$ cat config.mk
export PLATFORM = sky130hd
export DESIGN_NAME = enigma_step_ctrl_flat
export DESIGN_NICKNAME = d
export VERILOG_FILES = /design/src/rtl/enigma_step_ctrl_if.sv /design/src/rtl/enigma_step_ctrl.sv /design/src/flat_wrapper.sv
export SDC_FILE = /design/constraint.sdc
export NUM_CORES = 1
export LEC_CHECK = 0
export CAP_MARGIN = 20
export CORE_ASPECT_RATIO = 1.2
export CORE_MARGIN = 2
export CORE_UTILIZATION = 45
export CTS_CLUSTER_DIAMETER = 80
export DETAILED_ROUTE_END_ITERATION = 7
export PLACE_DENSITY = 0.87
export SLEW_MARGIN = 0
export SYNTH_ARGS = -nofsm -noshare
export SYNTH_HDL_FRONTEND = slang
export SYNTH_SLANG_ARGS = --single-unit
export TNS_END_PERCENT = 1
$ cat constraint.sdc
create_clock -name clk -period 2.1 [get_ports clk]
set_clock_uncertainty 0.1 [all_clocks]
set_input_delay 0.21 -clock clk [delete_from_list [all_inputs] [get_ports clk]]
set_output_delay 0.21 -clock clk [all_outputs]
set_load 0.05 [all_outputs]
$ cat src/rtl/enigma_step_ctrl_if.sv
// Handshake and datapath bundle for enigma_step_ctrl.
//   master : front end / datapath side (drives cfg, in_valid/in_char,
//            path_result, out_ready)
//   slave  : the step controller (drives in_ready, path_char, positions,
//            out_valid/out_char, char_count)
// Signals:
//   cfg_load, cfg_pos_r/m/l         start-position load (IDLE only)
//   in_valid, in_ready, in_char     plaintext character handshake
//   path_char, pos_r/m/l            drive into the rotor/reflector chain
//   path_result                     settled result from the rotor chain
//   out_valid, out_ready, out_char  enciphered character handshake
//   char_count                      characters completed since reset/load
interface enigma_step_ctrl_if;
  logic        cfg_load;
  logic [4:0]  cfg_pos_r;
  logic [4:0]  cfg_pos_m;
  logic [4:0]  cfg_pos_l;
  logic        in_valid;
  logic        in_ready;
  logic [4:0]  in_char;
  logic [4:0]  path_char;
  logic [4:0]  pos_r;
  logic [4:0]  pos_m;
  logic [4:0]  pos_l;
  logic [4:0]  path_result;
  logic        out_valid;
  logic        out_ready;
  logic [4:0]  out_char;
  logic [15:0] char_count;

  modport master (
    output cfg_load, cfg_pos_r, cfg_pos_m, cfg_pos_l,
    output in_valid, in_char, path_result, out_ready,
    input  in_ready, path_char, pos_r, pos_m, pos_l,
    input  out_valid, out_char, char_count
  );

  modport slave (
    input  cfg_load, cfg_pos_r, cfg_pos_m, cfg_pos_l,
    input  in_valid, in_char, path_result, out_ready,
    output in_ready, path_char, pos_r, pos_m, pos_l,
    output out_valid, out_char, char_count
  );
endinterface

$ cat src/rtl/enigma_step_ctrl.sv
// Three-rotor Enigma step sequencer.
// Owns the rotor positions, steps them once per character (including the
// middle-rotor double step), presents the character and positions to the
// combinational rotor chain, waits SETTLE_CYC cycles, captures the result
// and offers it on a valid/ready output.
// Ports:
//   clk  system clock, rising edge
//   rst  asynchronous, active-high reset
//   bus  enigma_step_ctrl_if.slave (config, input/output handshakes,
//        rotor datapath drive and result, completed-character count)
//
// State | meaning
// IDLE   | ready for a character or a position load
// STEP   | one cycle: advance rotor positions
// SETTLE | rotor chain settling, counting SETTLE_CYC cycles
// HOLD   | result valid, waiting for out_ready
module enigma_step_ctrl #(
  parameter logic [4:0] NOTCH_R    = 5'd21,
  parameter logic [4:0] NOTCH_M    = 5'd4,
  parameter int unsigned SETTLE_CYC = 2
) (
  input  logic              clk,
  input  logic              rst,
  enigma_step_ctrl_if.slave bus
);

  typedef enum logic [1:0] {
    S_IDLE   = 2'd0,
    S_STEP   = 2'd1,
    S_SETTLE = 2'd2,
    S_HOLD   = 2'd3
  } state_t;

  localparam logic [3:0] SETTLE_LAST = 4'(SETTLE_CYC - 1);

  state_t      state;
  state_t      state_nx;
  logic [3:0]  settle_cnt;
  logic        settle_done;

  logic        in_ready_c;
  logic        load_en;
  logic        accept_en;
  logic        step_en;
  logic        capture_en;
  logic        release_en;

  logic [4:0]  pos_r_q;
  logic [4:0]  pos_m_q;
  logic [4:0]  pos_l_q;
  logic [4:0]  path_char_q;
  logic [4:0]  out_char_q;
  logic        out_valid_q;
  logic [15:0] char_count_q;

  logic        step_m;
  logic        step_l;

  // Start positions of 26..31 fold back into 0..5.
  function automatic logic [4:0] fold26(input logic [4:0] v);
    return (v >= 5'd26) ? (v - 5'd26) : v;
  endfunction

  function automatic logic [4:0] inc26(input logic [4:0] v);
    return (v == 5'd25) ? 5'd0 : (v + 5'd1);
  endfunction

  assign settle_done = (settle_cnt == SETTLE_LAST);

  // Double step: the middle rotor also advances when it sits on its own
  // notch, dragging the left rotor with it.
  assign step_m = (pos_r_q == NOTCH_R) || (pos_m_q == NOTCH_M);
  assign step_l = (pos_m_q == NOTCH_M);

  // State register
  always_ff @(posedge clk or posedge rst) begin
    if (rst) state <= S_IDLE;
    else     state <= state_nx;
  end

  // Next-state logic
  always_comb begin
    state_nx = state;
    case (state)
      S_IDLE:   if (!bus.cfg_load && bus.in_valid) state_nx = S_STEP;
      S_STEP:   state_nx = S_SETTLE;
      S_SETTLE: if (settle_done) state_nx = S_HOLD;
      S_HOLD:   if (bus.out_ready) state_nx = S_IDLE;
      default:  state_nx = S_IDLE;
    endcase
  end

  // Output / strobe logic
  always_comb begin
    in_ready_c = 1'b0;
    load_en    = 1'b0;
    accept_en  = 1'b0;
    step_en    = 1'b0;
    capture_en = 1'b0;
    release_en = 1'b0;
    case (state)
      S_IDLE: begin
        in_ready_c = !bus.cfg_load;
        load_en    = bus.cfg_load;
        accept_en  = !bus.cfg_load && bus.in_valid;
      end
      S_STEP:   step_en    = 1'b1;
      S_SETTLE: capture_en = settle_done;
      S_HOLD:   release_en = bus.out_ready;
      default: ;
    endcase
  end

  // Rotor positions and path character
  always_ff @(posedge clk or posedge rst) begin
    if (rst) begin
      pos_r_q     <= 5'd0;
      pos_m_q     <= 5'd0;
      pos_l_q     <= 5'd0;
      path_char_q <= 5'd0;
    end else begin
      if (load_en) begin
        pos_r_q <= fold26(bus.cfg_pos_r);
        pos_m_q <= fold26(bus.cfg_pos_m);
        pos_l_q <= fold26(bus.cfg_pos_l);
      end else if (step_en) begin
        pos_r_q <= inc26(pos_r_q);
        if (step_m) pos_m_q <= inc26(pos_m_q);
        if (step_l) pos_l_q <= inc26(pos_l_q);
      end
      if (accept_en) path_char_q <= bus.in_char;
    end
  end

  // Settle timer
  always_ff @(posedge clk or posedge rst) begin
    if (rst)                     settle_cnt <= 4'd0;
    else if (step_en)            settle_cnt <= 4'd0;
    else if (state == S_SETTLE)  settle_cnt <= settle_cnt + 4'd1;
  end

  // Result capture, output handshake and character count
  always_ff @(posedge clk or posedge rst) begin
    if (rst) begin
      out_char_q   <= 5'd0;
      out_valid_q  <= 1'b0;
      char_count_q <= 16'd0;
    end else begin
      if (capture_en) begin
        out_char_q   <= bus.path_result;
        out_valid_q  <= 1'b1;
        char_count_q <= char_count_q + 16'd1;
      end else if (release_en) begin
        out_valid_q  <= 1'b0;
      end
      if (load_en) char_count_q <= 16'd0;
    end
  end

  // in_ready is held low while reset is asserted so every output reads 0.
  assign bus.in_ready   = in_ready_c && !rst;
  assign bus.path_char  = path_char_q;
  assign bus.pos_r      = pos_r_q;
  assign bus.pos_m      = pos_m_q;
  assign bus.pos_l      = pos_l_q;
  assign bus.out_valid  = out_valid_q;
  assign bus.out_char   = out_char_q;
  assign bus.char_count = char_count_q;

endmodule
$ cat src/flat_wrapper.sv
// flat-port wrapper written by rule: the top's interface ports become plain ports
module enigma_step_ctrl_flat 
#(
  parameter logic [4:0] NOTCH_R    = 5'd21,
  parameter logic [4:0] NOTCH_M    = 5'd4,
  parameter int unsigned SETTLE_CYC = 2
)
  (clk, rst, bus_cfg_load, bus_cfg_pos_r, bus_cfg_pos_m, bus_cfg_pos_l, bus_in_valid, bus_in_char, bus_path_result, bus_out_ready, bus_in_ready, bus_path_char, bus_pos_r, bus_pos_m, bus_pos_l, bus_out_valid, bus_out_char, bus_char_count);
  enigma_step_ctrl_if bus_i ();
  input  logic clk;
  input  logic rst;
  input wire logic [$bits(bus_i.cfg_load)-1:0] bus_cfg_load;
  input wire logic [$bits(bus_i.cfg_pos_r)-1:0] bus_cfg_pos_r;
  input wire logic [$bits(bus_i.cfg_pos_m)-1:0] bus_cfg_pos_m;
  input wire logic [$bits(bus_i.cfg_pos_l)-1:0] bus_cfg_pos_l;
  input wire logic [$bits(bus_i.in_valid)-1:0] bus_in_valid;
  input wire logic [$bits(bus_i.in_char)-1:0] bus_in_char;
  input wire logic [$bits(bus_i.path_result)-1:0] bus_path_result;
  input wire logic [$bits(bus_i.out_ready)-1:0] bus_out_ready;
  output wire logic [$bits(bus_i.in_ready)-1:0] bus_in_ready;
  output wire logic [$bits(bus_i.path_char)-1:0] bus_path_char;
  output wire logic [$bits(bus_i.pos_r)-1:0] bus_pos_r;
  output wire logic [$bits(bus_i.pos_m)-1:0] bus_pos_m;
  output wire logic [$bits(bus_i.pos_l)-1:0] bus_pos_l;
  output wire logic [$bits(bus_i.out_valid)-1:0] bus_out_valid;
  output wire logic [$bits(bus_i.out_char)-1:0] bus_out_char;
  output wire logic [$bits(bus_i.char_count)-1:0] bus_char_count;
  assign bus_i.cfg_load = bus_cfg_load;
  assign bus_i.cfg_pos_r = bus_cfg_pos_r;
  assign bus_i.cfg_pos_m = bus_cfg_pos_m;
  assign bus_i.cfg_pos_l = bus_cfg_pos_l;
  assign bus_i.in_valid = bus_in_valid;
  assign bus_i.in_char = bus_in_char;
  assign bus_i.path_result = bus_path_result;
  assign bus_i.out_ready = bus_out_ready;
  assign bus_in_ready = bus_i.in_ready;
  assign bus_path_char = bus_i.path_char;
  assign bus_pos_r = bus_i.pos_r;
  assign bus_pos_m = bus_i.pos_m;
  assign bus_pos_l = bus_i.pos_l;
  assign bus_out_valid = bus_i.out_valid;
  assign bus_out_char = bus_i.out_char;
  assign bus_char_count = bus_i.char_count;
  enigma_step_ctrl #(.NOTCH_R(NOTCH_R), .NOTCH_M(NOTCH_M), .SETTLE_CYC(SETTLE_CYC)) u_core (.clk(clk), .rst(rst), .bus(bus_i));
endmodule
==> results.yml <==
run_status:
  status: "completed"
place:
  dp_cells: 480
  io_buffers: 72
  dp_hpwl_mm: 5.32
  post-place-ws_ps: 1.01
  gp_congestion: 0.819
detailed_routing:
  dr_total_vias: 2709
  antenna_left: 0
  wire_per_inst_um: 14.0
  avgViaCountPerCell: 5.56
  wl_mm: 6.81
  first_pass_iters: 4
  drt_iter0_markers: 80
  drc: 0
power:
  pwr_density_cell_mw_per_mm2: 1300
  ir_drop_mv: 0.717
  leakage_nw: 1.64
  power_mw: 5.07
clock_tree:
  cts_buffer_depth: 2
  cts_buffers: 5
  clkLatencyLatePin_ps: 290
  cts_tree: "yes"
  ctsHoldBuffers: 0
  h-tree-depth: 2
  path_clk_slew_ps: 80
  cts_root_buffer: "clkbuf_8"
  clock_sinks: 48
global_routing:
  grt_usage_pct: 19.6
  grt_pass1_wl_mm: 11.5
  gr-total-overflow: 0
  antenna_found_initial: 0
  grt_pass1_vias: 2704
  grt_max_degree: 44
yosys:
  synth_nets: 368
  synth-seq-area-share_pct: 41.4
  synthCells: 321
  yosysUniqueCellTypes: 47
  async_reset_ff_share_pct: 100
  avgSynthCellArea_um2: 9.04
  yosys_warnings: 0
  synth_edf_count: 0
  netlist_area_mm2: 0.00290
  ys.flop_type: "dfrtp_1"
  ys_seq_elements: 48
worst_setup_path:
  critPathLaunch: "u_core.settle_cnt[1]"
  setup.worst_path.class: "reg2reg"
  cp-start-kind: "register"
  rr_startpoint: "u_core.settle_cnt[1]"
  cp-endpoint: "u_core.bus.char_count[15]"
  reg2reg_setup_slack_ps: 100
  crit_fanout: 7
  reg2reg_depth: 6
  cp_data_required_time_ps: 2220
  crit_path_end_kind: "register"
  crit-reg2reg-capture: "u_core.bus.char_count[15]"
  cp.arrival_ps: 2120
final_layout:
  layout_common_cells: "clkdlybuf4s50_1, dfrtp_1, nand2_1"
  finalNetCount: 449
  multi_input_area_mm2: 0.00159
  fin_cells: 487
  layout_commonest_cell: "clkdlybuf4s50_1"
  fillers: 566
  n_antenna_cell: 0
  area.growth.synth_to_final_pct: 34.3
  drive_gt1_share_pct: 10.2
  final_core_utilization_pct: 61.6
  regArea_mm2: 0.00120
sta:
  worst_pin_slew_ps: 511
  grt_setup_unrepaired: "true"
  relSlewSlack_pct: 65.8
  post-route-period-util_pct: 95.3
  drv_slew: 0
  hold_viol: 0
  fmax_mhz: 500
  setup_viol: 0
  setup_slack_ps: 99.5
  finalCriticalPeriod_ps: 2000
floorplanning:
  die_area_mm2: 0.00711
  dieHeight_um: 92.0
  start_util_pct: 45.9
  fp-row-count: 32
  die_x_um: 77.3
  pin_count: 73
  core_mm2: 0.00633
worst_hold_path:
  hold_path_class: "in2async"
job:
  maxCapViolCount: 0
## per-stage QoR
stage	area, um^2	hold slack [ps]	TNS [ps]
final	3900	47.9	0
after global routing	3900	67.1	-3.34
after CTS	3880	45.3	0
after detailed placement	3800	360	0
after global placement	3800	355	0
after floorplan	2910	215	-227
## cell families (layout without fill, tap and decap cells)
group           after synthesis  after routing  synth area share (%)
simple gates                128            128                  23.6
compound gates               76             76                  16.7
flops                        48             48                  41.4
buf+inv                      33            114                  4.44
fa+ha+maj                    17             17                  7.33
mux                          11             11                  4.18
xor+xnor                      8              8                  2.41
## layer usage
| metal | global-route usage, % | wire [um] | share of wire [%] | vias up |
|---|---|---|---|---|
| li1 | - | - | - | 1312 |
| met2 | 37.4 | 3700 | 54 | 75 |
| met4 | 6.70 | 110 | 1.6 | 0 |
| met3 | 3.54 | 259 | 3.8 | 12 |
| met5 | 0 | 0 | 0 | - |
| met1 | 21.6 | 2740 | 40 | 1310 |
## worst max-delay path, cell delays in order, from the launching register on
cell      delay (ps)
dfrtp_1          400
inv_1             90
ha_2             220
and4bb_2         280
nand4_4          130
or4_1            530
a21oi_1          170
## registers in the layout, summed over array words and instances, names as in the netlist
register	count
u_core.bus.out_char	5
u_core.bus.char_count	16
u_core.bus.pos_r	5
u_core.bus.out_valid	1
u_core.state	2
u_core.settle_cnt	4
u_core.bus.pos_l	5
u_core.bus.pos_m	5
u_core.bus.path_char	5
## what timing repair did
| action | CTS | global route |
|---|---|---|
| setup endpoints to repair | 2 | 3 |
| pin swaps | 0 | 1 |
| setup buffers | 0 | 0 |
| gates resized for setup | 1 | 4 |
## where the power goes
part           switching, mW  internal, mW  total (mW)
clock network          0.279         0.227       0.505
registers              0.375          1.25        1.62
logic                   1.79          1.16        2.94
total                   2.44          2.63        5.07
## layout make-up
| cell class | instances | share of cell area (%) |
|---|---|---|
| multi-input combinational | 240 | 40.8 |
| sequential | 48 | 30.9 |
| timing repair buffer | 84 | 21.4 |
| tap | 85 | 2.73 |
| inverter | 23 | 2.22 |
| clock buffer | 6 | 1.86 |
| clock inverter | 1 | 0.128 |
## worst min-delay path by stage
stage | startpoint | end | slack [ps] | depth (start not counted)
floorplan | bus_path_result[0] | u_core.bus.out_char[0] | 220 | 2
global placement | rst | u_core.bus.path_char[4] | 350 | 2
detailed placement | rst | u_core.bus.path_char[2] | 360 | 2
CTS | rst | u_core.bus.path_char[0] | 50 | 2
global route | rst | u_core.bus.path_char[0] | 70 | 2
finish | rst | u_core.bus.path_char[0] | 50 | 2
## cell usage after synthesis, types with 2 or more instances
| master | count | area share (%) |
|---|---|---|
| dfrtp_1 | 48 | 41 |
| nand2_1 | 43 | 5.6 |
| o21ai_0 | 26 | 4.5 |
| inv_1 | 23 | 3.0 |
| nor2_1 | 21 | 2.7 |
| a21oi_1 | 17 | 2.9 |
| ha_1 | 17 | 7.3 |
| nand3_1 | 16 | 2.8 |
| mux2_2 | 9 | 3.5 |
| o211ai_1 | 9 | 2.3 |
| clkbuf_1 | 8 | 1.0 |
| nand2b_1 | 6 | 1.3 |
| nand4_1 | 6 | 1.3 |
| xnor2_1 | 6 | 1.8 |
| nor3_1 | 5 | 0.86 |
| and2_1 | 4 | 0.86 |
| or3_1 | 4 | 0.86 |
| or4_1 | 4 | 1.0 |
| a221oi_1 | 3 | 0.91 |
| a32oi_1 | 3 | 0.91 |
| nand3b_1 | 3 | 0.78 |
| nand4b_1 | 3 | 0.91 |
| o22ai_1 | 3 | 0.65 |
| o31ai_1 | 3 | 0.78 |
| a2bb2oi_1 | 2 | 0.60 |
| a311o_1 | 2 | 0.69 |
| a31oi_1 | 2 | 0.43 |
| and3_1 | 2 | 0.43 |
| mux2i_1 | 2 | 0.69 |
| nor2b_1 | 2 | 0.43 |
| nor3b_1 | 2 | 0.52 |
| xor2_1 | 2 | 0.60 |
(Power assumes the default switching activity.)
